File: config.mk
export PLATFORM = sky130hd
export DESIGN_NAME = wide_word_fifo
export DESIGN_NICKNAME = d
export VERILOG_FILES = /design/src/rtl/wide_word_fifo.sv
export SDC_FILE = /design/constraint.sdc
export NUM_CORES = 1
export LEC_CHECK = 0
export BUFFER_PORTS_ARGS = -buffer_cell sky130_fd_sc_hd__buf_4
export CAP_MARGIN = 20
export CORE_MARGIN = 1.5
export CORE_UTILIZATION = 51
export DETAILED_ROUTE_END_ITERATION = 7
export GPL_TIMING_DRIVEN = 0
export PLACE_DENSITY = 0.75
export RECOVER_POWER = 25
export SLEW_MARGIN = 25
export SYNTH_ARGS = -nofsm -noshare
export SYNTH_HDL_FRONTEND = slang
export SYNTH_SLANG_ARGS = --single-unit
File: constraint.sdc
create_clock -name clk -period 2.2 [get_ports clk]
set_input_delay 0.44 -clock clk [delete_from_list [all_inputs] [get_ports clk]]
set_output_delay 0.44 -clock clk [all_outputs]
set_load 0.02 [all_outputs]
File: src/rtl/wide_word_fifo.sv
// wide_word_fifo: single-clock multi-lane FIFO with shared pointers, status flags and optional FWFT read
module wide_word_fifo #(
  parameter int NUM_LANES = 2,
  parameter int WIDTH     = 8,
  parameter int DEPTH     = 4,
  parameter int AF_LEVEL  = DEPTH - 1,
  parameter int AE_LEVEL  = 1,
  parameter int FWFT      = 0
) (
  input  logic                           clk,
  input  logic                           rst_n,
  input  logic                           clear,
  input  logic                           write_en,
  input  logic                           read_en,
  input  logic [NUM_LANES*WIDTH-1:0]     data_in,
  output logic [NUM_LANES*WIDTH-1:0]     data_out,
  output logic                           read_valid,
  output logic                           full,
  output logic                           empty,
  output logic                           almost_full,
  output logic                           almost_empty,
  output logic [$clog2(DEPTH+1)-1:0]     count,
  output logic                           overflow,
  output logic                           underflow
);
  localparam int DW = NUM_LANES * WIDTH;
  localparam int CW = $clog2(DEPTH + 1);
  localparam int PW = (DEPTH > 1) ? $clog2(DEPTH) : 1;
  logic [DW-1:0] mem [DEPTH];
  logic [PW-1:0] wr_ptr_q, wr_ptr_d, rd_ptr_q, rd_ptr_d;
  logic [CW-1:0] count_q, count_d;
  logic [DW-1:0] dout_q, dout_d;
  logic          rvalid_q, rvalid_d, ovf_q, ovf_d, unf_q, unf_d;
  logic          do_wr, do_rd;
  assign full         = count_q == CW'(DEPTH);
  assign empty        = count_q == '0;
  assign almost_full  = count_q >= CW'(AF_LEVEL);
  assign almost_empty = count_q <= CW'(AE_LEVEL);
  assign count        = count_q;
  assign overflow     = ovf_q;
  assign underflow    = unf_q;
  assign data_out     = (FWFT != 0) ? (empty ? '0 : mem[rd_ptr_q]) : dout_q;
  assign read_valid   = (FWFT != 0) ? !empty : rvalid_q;
  // clear overrides both requests, so neither is accepted in a clear cycle
  assign do_wr = write_en && !full && !clear;
  assign do_rd = read_en && !empty && !clear;
  always_comb begin
    wr_ptr_d = clear ? '0 : do_wr ? ((wr_ptr_q == PW'(DEPTH - 1)) ? '0 : wr_ptr_q + 1'b1) : wr_ptr_q;
    rd_ptr_d = clear ? '0 : do_rd ? ((rd_ptr_q == PW'(DEPTH - 1)) ? '0 : rd_ptr_q + 1'b1) : rd_ptr_q;
    count_d  = clear ? '0 : count_q + CW'(do_wr) - CW'(do_rd);
    dout_d   = clear ? '0 : do_rd ? mem[rd_ptr_q] : dout_q;
    rvalid_d = do_rd;
    ovf_d    = !clear && (ovf_q || (write_en && full));
    unf_d    = !clear && (unf_q || (read_en && empty));
  end
  always_ff @(posedge clk or negedge rst_n) begin
    if (!rst_n) begin
      wr_ptr_q <= '0;
      rd_ptr_q <= '0;
      count_q  <= '0;
      dout_q   <= '0;
      rvalid_q <= 1'b0;
      ovf_q    <= 1'b0;
      unf_q    <= 1'b0;
    end else begin
      wr_ptr_q <= wr_ptr_d;
      rd_ptr_q <= rd_ptr_d;
      count_q  <= count_d;
      dout_q   <= dout_d;
      rvalid_q <= rvalid_d;
      ovf_q    <= ovf_d;
      unf_q    <= unf_d;
    end
  end
  always_ff @(posedge clk) begin
    if (do_wr) mem[wr_ptr_q] <= data_in;
  end
endmodule

Yosys cells after proc, flatten, opt, wreduce, memory -nomap -nowiden
Memory sizes are Yosys's and may differ from the RTL's. Index checks and enable logic that the tools add are counted.

Add/subtract/negate cells: 4. Magnitude comparators: 2. Eq/ne operators: 3. Multiplexer cells: 11. Reductions and logical operators: 16.

Operator list (count): $mux 16 (2); $mux 2 (6); $logic_and 1x1->1 (8); $add 2x1->2 const B (2); $eq 2x2->1 const B (2); $reduce_bool 2->1 (2); $add 3x1->3 (1); $eq 3x3->1 const B (1); $ge 3x2->1 const B (1); $le 3x1->1 const B (1); $logic_not 1->1 (3); $logic_not 3->1 (1); $mux 3 (1); $sub 3x1->3 (1); $logic_or 1x1->1 (2); $mux 1 (2).

Register bits: 26. Memory bits (writable): 64. Input bits: 21. Output and inout bits: 26. Memories kept: 1.

Memories: mem (words 4, bits a word 16, read ports 1, clocked after Yosys merged registers in 0, wr ports 1, line 29) `logic [DW-1:0] mem [DEPTH];`.

Longest topological paths before layout
Gate-level depths: netlist of run 1.

Depth after elaboration: 7. Depth in mapped cells: 11. Depth with buffers taken out: 10.

Worst setup path after synthesis of run 1
No wires, ideal clock.

Path type: register to register. Start: reg count_q[1] (netlist: count[1]). End: reg count_q[2] (netlist: count[2]). Library setup time: 0.125 ns. Arrival: 2.577 ns. Path slack: -0.502 ns. Stages on the path, launching flop included: 11. Period minus slack after synthesis: 2.702 ns. Cells stage by stage: dfrtp_1 -> nor3b_1 -> nor3_1 -> inv_1 -> ha_1 -> inv_1 -> ha_1 -> inv_1 -> fa_1 -> xnor2_1 -> nor2_1.

Word-level cells in the longest chain between the ends: 7.

RTL lines: start: declaration (line 31) `logic [CW-1:0] count_q, count_d;`; start signal: assignment (line 68) `count_q <= count_d;`; $eq 3x3->1 (line 35) `assign full = count_q == CW'(DEPTH);`; via full (line 18) `output logic full,`; $logic_not 1->1 (line 45) `assign do_wr = write_en && !full && !clear;`; $logic_and 1x1->1 (2 in series) (line 45); $add 3x1->3 (line 50) `count_d = clear ? '0 : count_q + CW'(do_wr) - CW'(do_rd);`; $sub 3x1->3 (line 50); $mux 3 (line 50); via count_d[2] (line 31).

The timed path passes the listed nets, and every way through them passes these cells. A chain may end at the register's enable or synchronous reset.

Final worst setup path of run 1
Start: reg count_q[0] (netlist: count[0]). End: reg count_q[1] (netlist: count[1]).

Word-level cells in the longest chain between the ends: 7.

RTL lines (line): $eq 3x3->1 (35); $logic_not 1->1 (45); $logic_and 1x1->1 (2 in series) (45); $add 3x1->3 (50); $sub 3x1->3 (*) (50); $mux 3 (*) (50); via count_d[1] (31).

The timed path passes the listed nets; every way through them passes the cells marked *.

==> impl_metrics.yaml, run 1 <==
drt:
  drtAntennaViolNets: 0
  routed_wl_mm: 6.14
  wl_per_cell_um: 18.9
  post-route-drc-count: 0
  drt_pre_antenna_iters: 4
  drtIter0Drc: 94
  routed-via-count: 1817
  viasPerCell: 5.59
global_route:
  antenna_found_initial: 0
  overflow: 0
  grt_use_met1_pct: 23.6
  grt_first_pass_wirelength_mm: 9.88
  gr-usage-met3_pct: 4.43
  grt_use_met2_pct: 30.9
  grt_pass1_vias: 1885
  grt_max_degree: 27
  track_usage_pct: 18.7
  top_usage_layer: "met2"
pwr:
  powerDensity_nw_per_um2: 1070
  p_switching_mw: 1.28
  sw_frac_of_total_pct: 28.6
  peakVddDrop_mv: 0.545
  p_leak_nw: 1.59
  p_seq_share_pct: 47.0
  p_int_mw: 3.20
  combPwrFrac_pct: 28.2
  p_clk_share_pct: 24.8
  p_total_mw: 4.49
clock_network:
  cts_buffer_depth: 2
  cts_tree: "yes"
  cts_sinks: 90
  htreeDepth: 3
  cts_root_buf: "clkbuf_8"
  clk_pin_slew_ns: 0.08
  cts_buffers: 9
  worstSkewPairLatency_ns: 0.35
placement:
  hpwl_mm: 3.86
  post-place-ws_ns: -0.308
  io_buffers: 45
  place_congestion: 0.768
  dpl_cell_area_um2: 4000
critical_path:
  cp.arrival_ns: 2.34
  cp.required_ns: 2.43
  criticalPathCategory: "flip-flop to flip-flop"
  start_kind: "flip-flop"
  reg2reg_depth: 9
  cp_max_fo: 4
  end_kind: "flip-flop"
floorplan:
  dieWidth_um: 86.1
  dieArea_um2: 7420
  fp-row-count: 30
  ioPinCount: 47
  dieHeight_um: 86.1
  start_util_pct: 52.5
  core_area_um2: 6720
sta:
  relSlewSlack_pct: 40.1
  setup_viol: 0
  worst_slack_ns: 0.0927
  post-route-min-period_ns: 2.11
  tightestPinTransition_ns: 0.898
  grt_setup_unrepaired: "no"
  drv_slew: 0
  finalHoldViolations: 0
  clock_skew_ns: 0.0128
  timing.fmax_mhz: 475
  fin_crit_sh_pct: 95.8
min_path:
  worstHoldPathType: "input pin to flip-flop"
  hold_depth: 1
synthesis:
  syn_area_per_cell_um2: 19.7
  syn-num-nets: 211
  async_flop_share_pct: 28.9
  synthCells: 179
  ys_types: 26
  synth_edf_count: 64
  syn-cell-area_um2: 3520
  synthFlopType: "edfxtp_1"
  synth-seq-cells: 90
  yosysSeqAreaShare_pct: 73.0
  yosys_warnings: 0
layout:
  area_growth_pct: 18.8
  fillers: 520
  fin_nets: 272
  diodes: 0
  drive_gt1_share_pct: 37.1
  final_cell_mix: "64 x edfxtp_1, 34 x buf_4, 23 x dfrtp_1"
  mostFrequentLayoutCell: "edfxtp_1"
  final_cell_area_um2: 4190
run:
  max_cap_viol_count: 0
status:
  status: "finished, final reports clean"
-- worst paths after layout --
kind	slack [ns]	from	end
min	0.34	data_in[1]	mem[0][1]
min reg2reg	0.51	underflow	underflow
min in group asynchronous	0.55	rst_n	wr_ptr_q[0]
max reg2reg	0.09	count[0]	count[1]
max	0.09	count[0]	count[1]
max in group asynchronous	1.36	rst_n	count[0]
-- critical path, stage by stage, from the launching register on --
cell     delay (ns)
dfrtp_2        0.45
or3_4          0.43
inv_6          0.08
nor3b_4        0.05
ha_4           0.25
inv_2          0.06
ha_4           0.11
inv_2          0.03
fa_2           0.50
nor2_1         0.04
-- area by class of cell --
| class | count | area [um^2] | area share, % |
|---|---|---|---|
| multi-input cells | 73 | 902 | 21.5 |
| flip-flops and latches | 90 | 2580 | 61.5 |
| clock inverters | 3 | 38.8 | 0.926 |
| well taps | 80 | 100 | 2.39 |
| clock buffers | 13 | 159 | 3.79 |
| inverters | 9 | 38.8 | 0.926 |
| repair buffers | 51 | 325 | 7.77 |
| plain buffers | 6 | 48.8 | 1.16 |
-- logic make-up (layout without fill, tap and decap cells) --
| group | Yosys count | in the layout | synth area share, % |
|---|---|---|---|
| buffers and inverters | 16 | 82 | 2.66 |
| flip-flops | 90 | 90 | 73.0 |
| AO/OA/AOI/OAI | 27 | 27 | 6.50 |
| adder cells (fa/ha/maj) | 11 | 11 | 4.12 |
| multiplexers | 16 | 16 | 10.2 |
| XOR/XNOR | 1 | 1 | 0.249 |
| AND/OR/NAND/NOR | 18 | 18 | 3.27 |
-- flip-flops by register name, summed over array words and instances (netlist names) --
name        count
mem            64
underflow       1
read_valid      1
data_out       16
overflow        1
rd_ptr_q        2
count           3
wr_ptr_q        2
-- routing by layer --
layer  part of all wire, %  wire length [um]
met4                   1.9               117
met5                     0                 0
met3                   3.9               241
met2                    50              3090
met1                    44              2690
-- power by group through the flow --
stage	sequential [mW]	combinational (mW)	clock, mW
floorplan	2.25	0.716	0
global placement	2.14	1.21	0
detailed placement	2.15	1.24	0
CTS	2.11	1.30	1.13
global route	2.13	1.37	1.20
finish	2.11	1.27	1.11
-- cell usage after synthesis (2+ instances only) --
| master | count | area share (%) |
|---|---|---|
| inv_1 | 8 | 0.85 |
| nand2_1 | 2 | 0.21 |
| a22o_1 | 10 | 2.5 |
| buf_6 | 4 | 1.3 |
| mux4_2 | 16 | 10 |
| nor2_1 | 5 | 0.53 |
| a22o_2 | 8 | 2.3 |
| o21ai_0 | 3 | 0.43 |
| and2_1 | 4 | 0.71 |
| edfxtp_1 | 64 | 55 |
| ha_1 | 10 | 3.5 |
| buf_2 | 3 | 0.43 |
| a21oi_1 | 4 | 0.57 |
| dfrtp_1 | 26 | 18 |
-- metrics by stage --
stage / std cells / hold WS [ns] / util [%] / setup TNS (ns)
global placement: 304 / 0.374 / 59.6 / -0.528
finish: 325 / 0.341 / 62.3 / 0
global route: 325 / 0.334 / 62.3 / 0
detailed placement: 304 / 0.380 / 59.6 / -0.578
CTS: 325 / 0.275 / 63.1 / 0
floorplan: 179 / 0.144 / - / -0.194
-- what timing repair did --
item,in CTS,in global routing
hold buffers,1,0
hold endpoints to repair,8,0
setup endpoints to repair,2,62
setup buffers,5,0
pin swaps,2,0
resized for setup,0,2
Note: power is estimated with default switching activity, not from simulation.
==> run 2: changes to the inputs <==
--- a/config.mk
+++ b/config.mk
@@ -5,10 +5,11 @@
 export SDC_FILE = /design/constraint.sdc
 export NUM_CORES = 1
 export LEC_CHECK = 0
+export ABC_AREA = 1
 export BUFFER_PORTS_ARGS = -buffer_cell sky130_fd_sc_hd__buf_4
 export CAP_MARGIN = 20
 export CORE_MARGIN = 1.5
-export CORE_UTILIZATION = 51
+export CORE_UTILIZATION = 52
 export DETAILED_ROUTE_END_ITERATION = 7
 export GPL_TIMING_DRIVEN = 0
 export PLACE_DENSITY = 0.75
==> impl_metrics.yaml, run 2 <==
sta:
  fin_crit_sh_pct: 93.5
  relSlewSlack_pct: 64.6
  post-route-min-period_ns: 2.06
  finalHoldViolations: 0
  timing.fmax_mhz: 486
  finalSetupTns_ns: 0
  drv_slew: 0
  clock_skew_ns: 0.00973
  grt_setup_unrepaired: "no"
  setup_viol: 0
  tightestPinTransition_ns: 0.531
min_path:
  worstHoldPathType: "input pin to flip-flop"
synthesis:
  syn-cell-area_um2: 3970
  synth-seq-cells: 90
  synthTopCellsByCount: "123 x nand2_1, 80 x inv_1, 64 x edfxtp_1"
  yosysSeqAreaShare_pct: 64.9
  ys_types: 20
  synthFlopType: "edfxtp_1"
  yosys_warnings: 0
  async_flop_share_pct: 28.9
  post-synth-top-area-cell: "edfxtp_1"
  synth_edf_count: 64
  syn-num-nets: 427
  synth_area_leaders: "edfxtp_1 48%, dfrtp_1 16%, nand2_1 12%"
  synthCells: 395
  yosysMostFrequentCell: "nand2_1"
  syn_area_per_cell_um2: 10.0
  netlist.area_leader.share_pct: 48.5
clock_network:
  worstSkewPairLatency_ns: 0.35
  cts_buffer_depth: 2
  htreeDepth: 3
  cts_sinks: 90
  cts_root_buf: "clkbuf_8"
  cts_tree: "yes"
  clk_pin_slew_ns: 0.09
  cts_buffers: 9
layout:
  fin_nets: 494
  layoutNonFillerInstCount: 566
  drive_gt1_share_pct: 18.4
  final_cell_mix: "123 x nand2_1, 80 x inv_1, 64 x edfxtp_1"
  largest_reg_flops: 64
  diodes: 0
  mostFrequentLayoutCell: "nand2_1"
  area_growth_pct: 19.6
  final_cell_area_um2: 4740
  utilization_pct: 64.7
  regMostFlops: "mem"
drt:
  wl_per_cell_um: 14.4
  drt_pre_antenna_iters: 4
  routed_wl_mm: 8.14
  routed-via-count: 2784
  viasPerCell: 4.92
  post-route-drc-count: 0
  drtIter0Drc: 142
  drtAntennaViolNets: 0
floorplan:
  core_area_um2: 7330
  dieHeight_um: 90.3
  ioPinCount: 47
  fp-row-count: 31
  dieWidth_um: 90.3
  start_util_pct: 54.1
  dieArea_um2: 8160
placement:
  place_congestion: 0.762
  place_inst: 544
  dpl_cell_area_um2: 4500
  io_buffers: 46
  hpwl_mm: 5.25
critical_path:
  cp_max_fo: 4
  end_kind: "output pin"
  criticalPathCategory: "flip-flop to output pin"
  start_kind: "flip-flop"
  cp.required_ns: 1.76
  cp.arrival_ns: 1.62
status:
  status: "finished, final reports clean"
global_route:
  grt_pass1_vias: 2652
  grt_max_degree: 27
  track_usage_pct: 21.5
  grt_first_pass_wirelength_mm: 13.1
  overflow: 0
  antenna_found_initial: 0
pwr:
  peakVddDrop_mv: 0.423
  p_total_mw: 4.92
  powerDensity_nw_per_um2: 1040
  p_leak_nw: 2.30
run:
  max_cap_viol_count: 0
run 2: cell types whose count changed after synthesis, sizes merged, moves of 4 or more:
cell	before	now
nand2	2	125
mux4	16	0
and2	4	0
nand3	0	54
nor2	5	10
a22o	18	1
buf	7	13
inv	9	83
run 2: path summary, 6_finish.rpt:
| check | startpoint | end | slack [ns] | depth (start not counted) |
|---|---|---|---|---|
| worst max-delay path | count[2] | almost_empty | 0.14 | 6 |
| worst min-delay path | data_in[2] | mem[0][2] | 0.29 | 1 |
| worst max register to register | count[2] | count[1] | 0.15 | 11 |
| worst min register to register | data_out[15] | data_out[15] | 0.51 | 2 |
| max in group asynchronous | rst_n | count[1] | 1.36 | 2 |
| min in group asynchronous | rst_n | data_out[6] | 0.54 | 2 |
run 2: area by class of cell:
type	count	area [um^2]
Timing Repair Buffer	56	389
Buffer	14	86.3
Clock buffer	10	128
Tap cell	99	124
Fill cell	576	2590
Inverter	83	312
Multi-Input combinational cell	208	1060
Clock inverter	6	65.1
Sequential cell	90	2570
run 2: repair_timing:
action	4_1_cts	5_1_grt
pin swaps	4	1
cloned	0	0
setup buffers	4	1
endpoints found under the hold margin	19	0
setup endpoints to repair	2	2
hold buffers	1	0
resized for setup	4	7
run 2: report_power, final:
part	leakage, nW	switching (mW)	internal (mW)
clock	0.0966	0.577	0.528
combinational	1.28	1.04	0.636
sequential	0.930	0.113	2.02
total	2.30	1.73	3.18
run 2: kinds of logic after synthesis:
family                     after synthesis  synth area share (%)
AOI/OAI and AO/OA                        6                 0.852
adders and majority gates               11                  3.66
buffers and inverters                   97                  10.0
DFF                                     90                  64.9
and+or+nand+nor                        191                  20.6
run 2: worst max-delay path: stages, from the launching register on:
cell and delay, ns:
dfrtp_1 0.44, buf_4 0.16, inv_1 0.11, ha_1 0.16, nand2_1 0.05, a22o_1 0.20, buf_4 0.15
run 2: per-stage QoR:
step                      hold WS (ns)  worst slack [ns]
after global placement           0.379            -0.386
after floorplan                  0.144            0.0163
after global routing             0.279            0.0281
final                            0.290             0.143
after detailed placement         0.380            -0.167
after CTS                        0.268           0.00455
run 2: metal layers:
layer / track usage (%) / wire length, um / vias to the layer above
met1: 26.9 / 3400 / 1317
li1: - / - / 1366
met5: 0 / 0 / -
met4: 10.4 / 187 / 0
met2: 36.0 / 4080 / 86
met3: 4.04 / 470 / 15
==> run 3: changes to the inputs <==
--- a/config.mk
+++ b/config.mk
@@ -5,11 +5,10 @@
 export SDC_FILE = /design/constraint.sdc
 export NUM_CORES = 1
 export LEC_CHECK = 0
-export ABC_AREA = 1
 export BUFFER_PORTS_ARGS = -buffer_cell sky130_fd_sc_hd__buf_4
 export CAP_MARGIN = 20
 export CORE_MARGIN = 1.5
-export CORE_UTILIZATION = 52
+export CORE_UTILIZATION = 51
 export DETAILED_ROUTE_END_ITERATION = 7
 export GPL_TIMING_DRIVEN = 0
 export PLACE_DENSITY = 0.75
@@ -18,3 +17,4 @@
 export SYNTH_ARGS = -nofsm -noshare
 export SYNTH_HDL_FRONTEND = slang
 export SYNTH_SLANG_ARGS = --single-unit
+export TNS_END_PERCENT = 5
==> impl_metrics.yaml, run 3 (synthesized netlist as in run 1, its figures left out) <==
status:
  status: "finished, final reports clean"
pwr:
  p_switching_mw: 1.32
  peakVddDrop_mv: 0.549
  p_clk_share_pct: 24.3
  powerDensity_nw_per_um2: 1070
  sw_frac_of_total_pct: 29.4
  p_leak_nw: 1.60
  combPwrFrac_pct: 28.6
  p_int_mw: 3.15
  p_seq_share_pct: 47.1
sta:
  timing.fmax_mhz: 475
  fin_crit_sh_pct: 95.7
  clock_skew_ns: 0.00788
  finalHoldViolations: 0
  tightestPinTransition_ns: 0.892
  drv_slew: 0
  relSlewSlack_pct: 40.5
  post-route-min-period_ns: 2.10
  setup_viol: 0
  whs_ns: 0.303
critical_path:
  path_cells: "or3_4 -> inv_6 -> nor3b_4 -> ha_4 -> inv_1 -> ha_1 -> inv_1 -> fa_2 -> nor2_1"
  criticalPathCategory: "flip-flop to flip-flop"
  cp_max_fo: 7
  cp.required_ns: 2.42
  cp.arrival_ns: 2.33
  r2r-start: "count[1]"
  slowest_stage: "fa_2"
  path_common_cell: "inv_1"
  reg2reg_to: "count[1]"
  end_kind: "flip-flop"
  reg2reg_depth: 9
  path_delay_family: "adder cells"
  reg2reg_slack_ns: 0.1
  crit_buf_inv: 3
  crit_path_max_incr_delay_ns: 0.51
  start_kind: "flip-flop"
placement:
  io_buffers: 45
  place_inst: 304
  place_congestion: 0.773
  dpl_cell_area_um2: 3990
  hpwl_mm: 3.78
layout:
  layoutNonFillerInstCount: 327
  regMostFlops: "mem"
  final_cell_mix: "64 x edfxtp_1, 38 x buf_4, 23 x dfrtp_1"
  fin_nets: 274
  diodes: 0
  largest_reg_flops: 64
  mostFrequentLayoutCell: "edfxtp_1"
  drive_gt1_share_pct: 38.5
  final_cell_area_um2: 4190
  area_growth_pct: 19.0
clock_network:
  clk_pin_slew_ns: 0.08
  worstSkewPairLatency_ns: 0.34
  cts_sinks: 90
  cts_root_buf: "clkbuf_8"
  htreeDepth: 3
  cts_buffer_depth: 2
  cts_tree: "yes"
  cts_buffers: 9
global_route:
  grt_pass1_vias: 1830
  grt_max_degree: 27
  track_usage_pct: 17.8
  overflow: 0
  grt_first_pass_wirelength_mm: 9.40
  antenna_found_initial: 0
min_path:
  hold_depth: 1
  hp-start: "data_in[11]"
  hold_end: "mem[2][11]"
  worstHoldPathType: "input pin to flip-flop"
run:
  max_cap_viol_count: 0
floorplan:
  dieHeight_um: 86.1
  core_area_um2: 6720
  fp-row-count: 30
  dieArea_um2: 7420
  dieWidth_um: 86.1
  start_util_pct: 52.5
  ioPinCount: 47
drt:
  viasPerCell: 5.59
  routed_wl_mm: 6.11
  drtAntennaViolNets: 0
  routed-via-count: 1828
  post-route-drc-count: 0
  drt_pre_antenna_iters: 4
  drtIter0Drc: 181
  wl_per_cell_um: 18.7
run 3: cell types whose count changed in the layout (fill, tap and decap cells not counted), sizes merged, moves of 2 or more:
cell	change
nor2	-5
inv	-74
nor3b	+2
mux4	+16
and2	+4
nand2	-123
a22o	+17
nand4	-2
nand3	-54
clkbuf	-3
buf	-9
a21oi	+2
run 3: worst max path at each step:
stage / startpoint / endpoint / slack, ns / depth (start not counted)
floorplan: count[1] / count[1] / -0.12 / 10
global placement: count[1] / count[1] / -0.30 / 10
detailed placement: count[1] / count[1] / -0.33 / 10
CTS: count[1] / count[1] / 0.03 / 9
global route: count[1] / count[1] / -0.002 / 9
finish: count[1] / count[1] / 0.1 / 9
run 3: worst register-to-register path: stages, from the launching register on:
cell and delay, ns:
dfrtp_2 0.48, or3_4 0.38, inv_6 0.08, nor3b_4 0.05, ha_4 0.24, inv_1 0.05
ha_1 0.12, inv_1 0.05, fa_2 0.51, nor2_1 0.04
run 3: through the flow:
stage	setup WS, ns	util, %	power, mW	setup TNS [ns]
2_1_floorplan	-0.124	-	2.95	-0.206
3_3_place_gp	-0.299	59.4	3.34	-0.561
3_5_place_dp	-0.328	59.4	3.38	-0.621
4_1_cts	0.0312	62.8	4.50	0
5_1_grt	-0.00196	62.4	4.68	-0.00196
6_report	0.0952	62.4	4.47	0
run 3: power by group through the flow:
| stage | Clock (mW) | Sequential, mW | Combinational [mW] |
|---|---|---|---|
| 2_1_floorplan | 0 | 2.24 | 0.706 |
| 3_3_place_gp | 0 | 2.14 | 1.21 |
| 3_5_place_dp | 0 | 2.14 | 1.24 |
| 4_1_cts | 1.11 | 2.10 | 1.28 |
| 5_1_grt | 1.18 | 2.12 | 1.38 |
| 6_report | 1.08 | 2.10 | 1.28 |
run 3: final cells by class:
class	instances	area, um^2
fillers	481	2520
inverters	9	38.8
plain buffers	6	48.8
clock inverters	7	68.8
repair buffers	53	348
clock buffers	9	124
well taps	80	100
multi-input cells	73	890
flip-flops and latches	90	2580
run 3: repair_timing:
item                                    4_1_cts  5_1_grt
resized for setup                             1        1
endpoints found under the hold margin         2        0
pin swaps                                     2        2
hold buffers                                  1        0
endpoints found under the setup margin        2        2
gates cloned                                  0        0
setup buffers                                 4        3
run 3: metal layers:
layer	track usage (%)	vias to the layer above	share of wire [%]
met2	28.1	50	50
met5	0	-	0
met1	24.2	950	43
met4	6.16	0	0.54
li1	-	824	-
met3	5.20	4	5.6
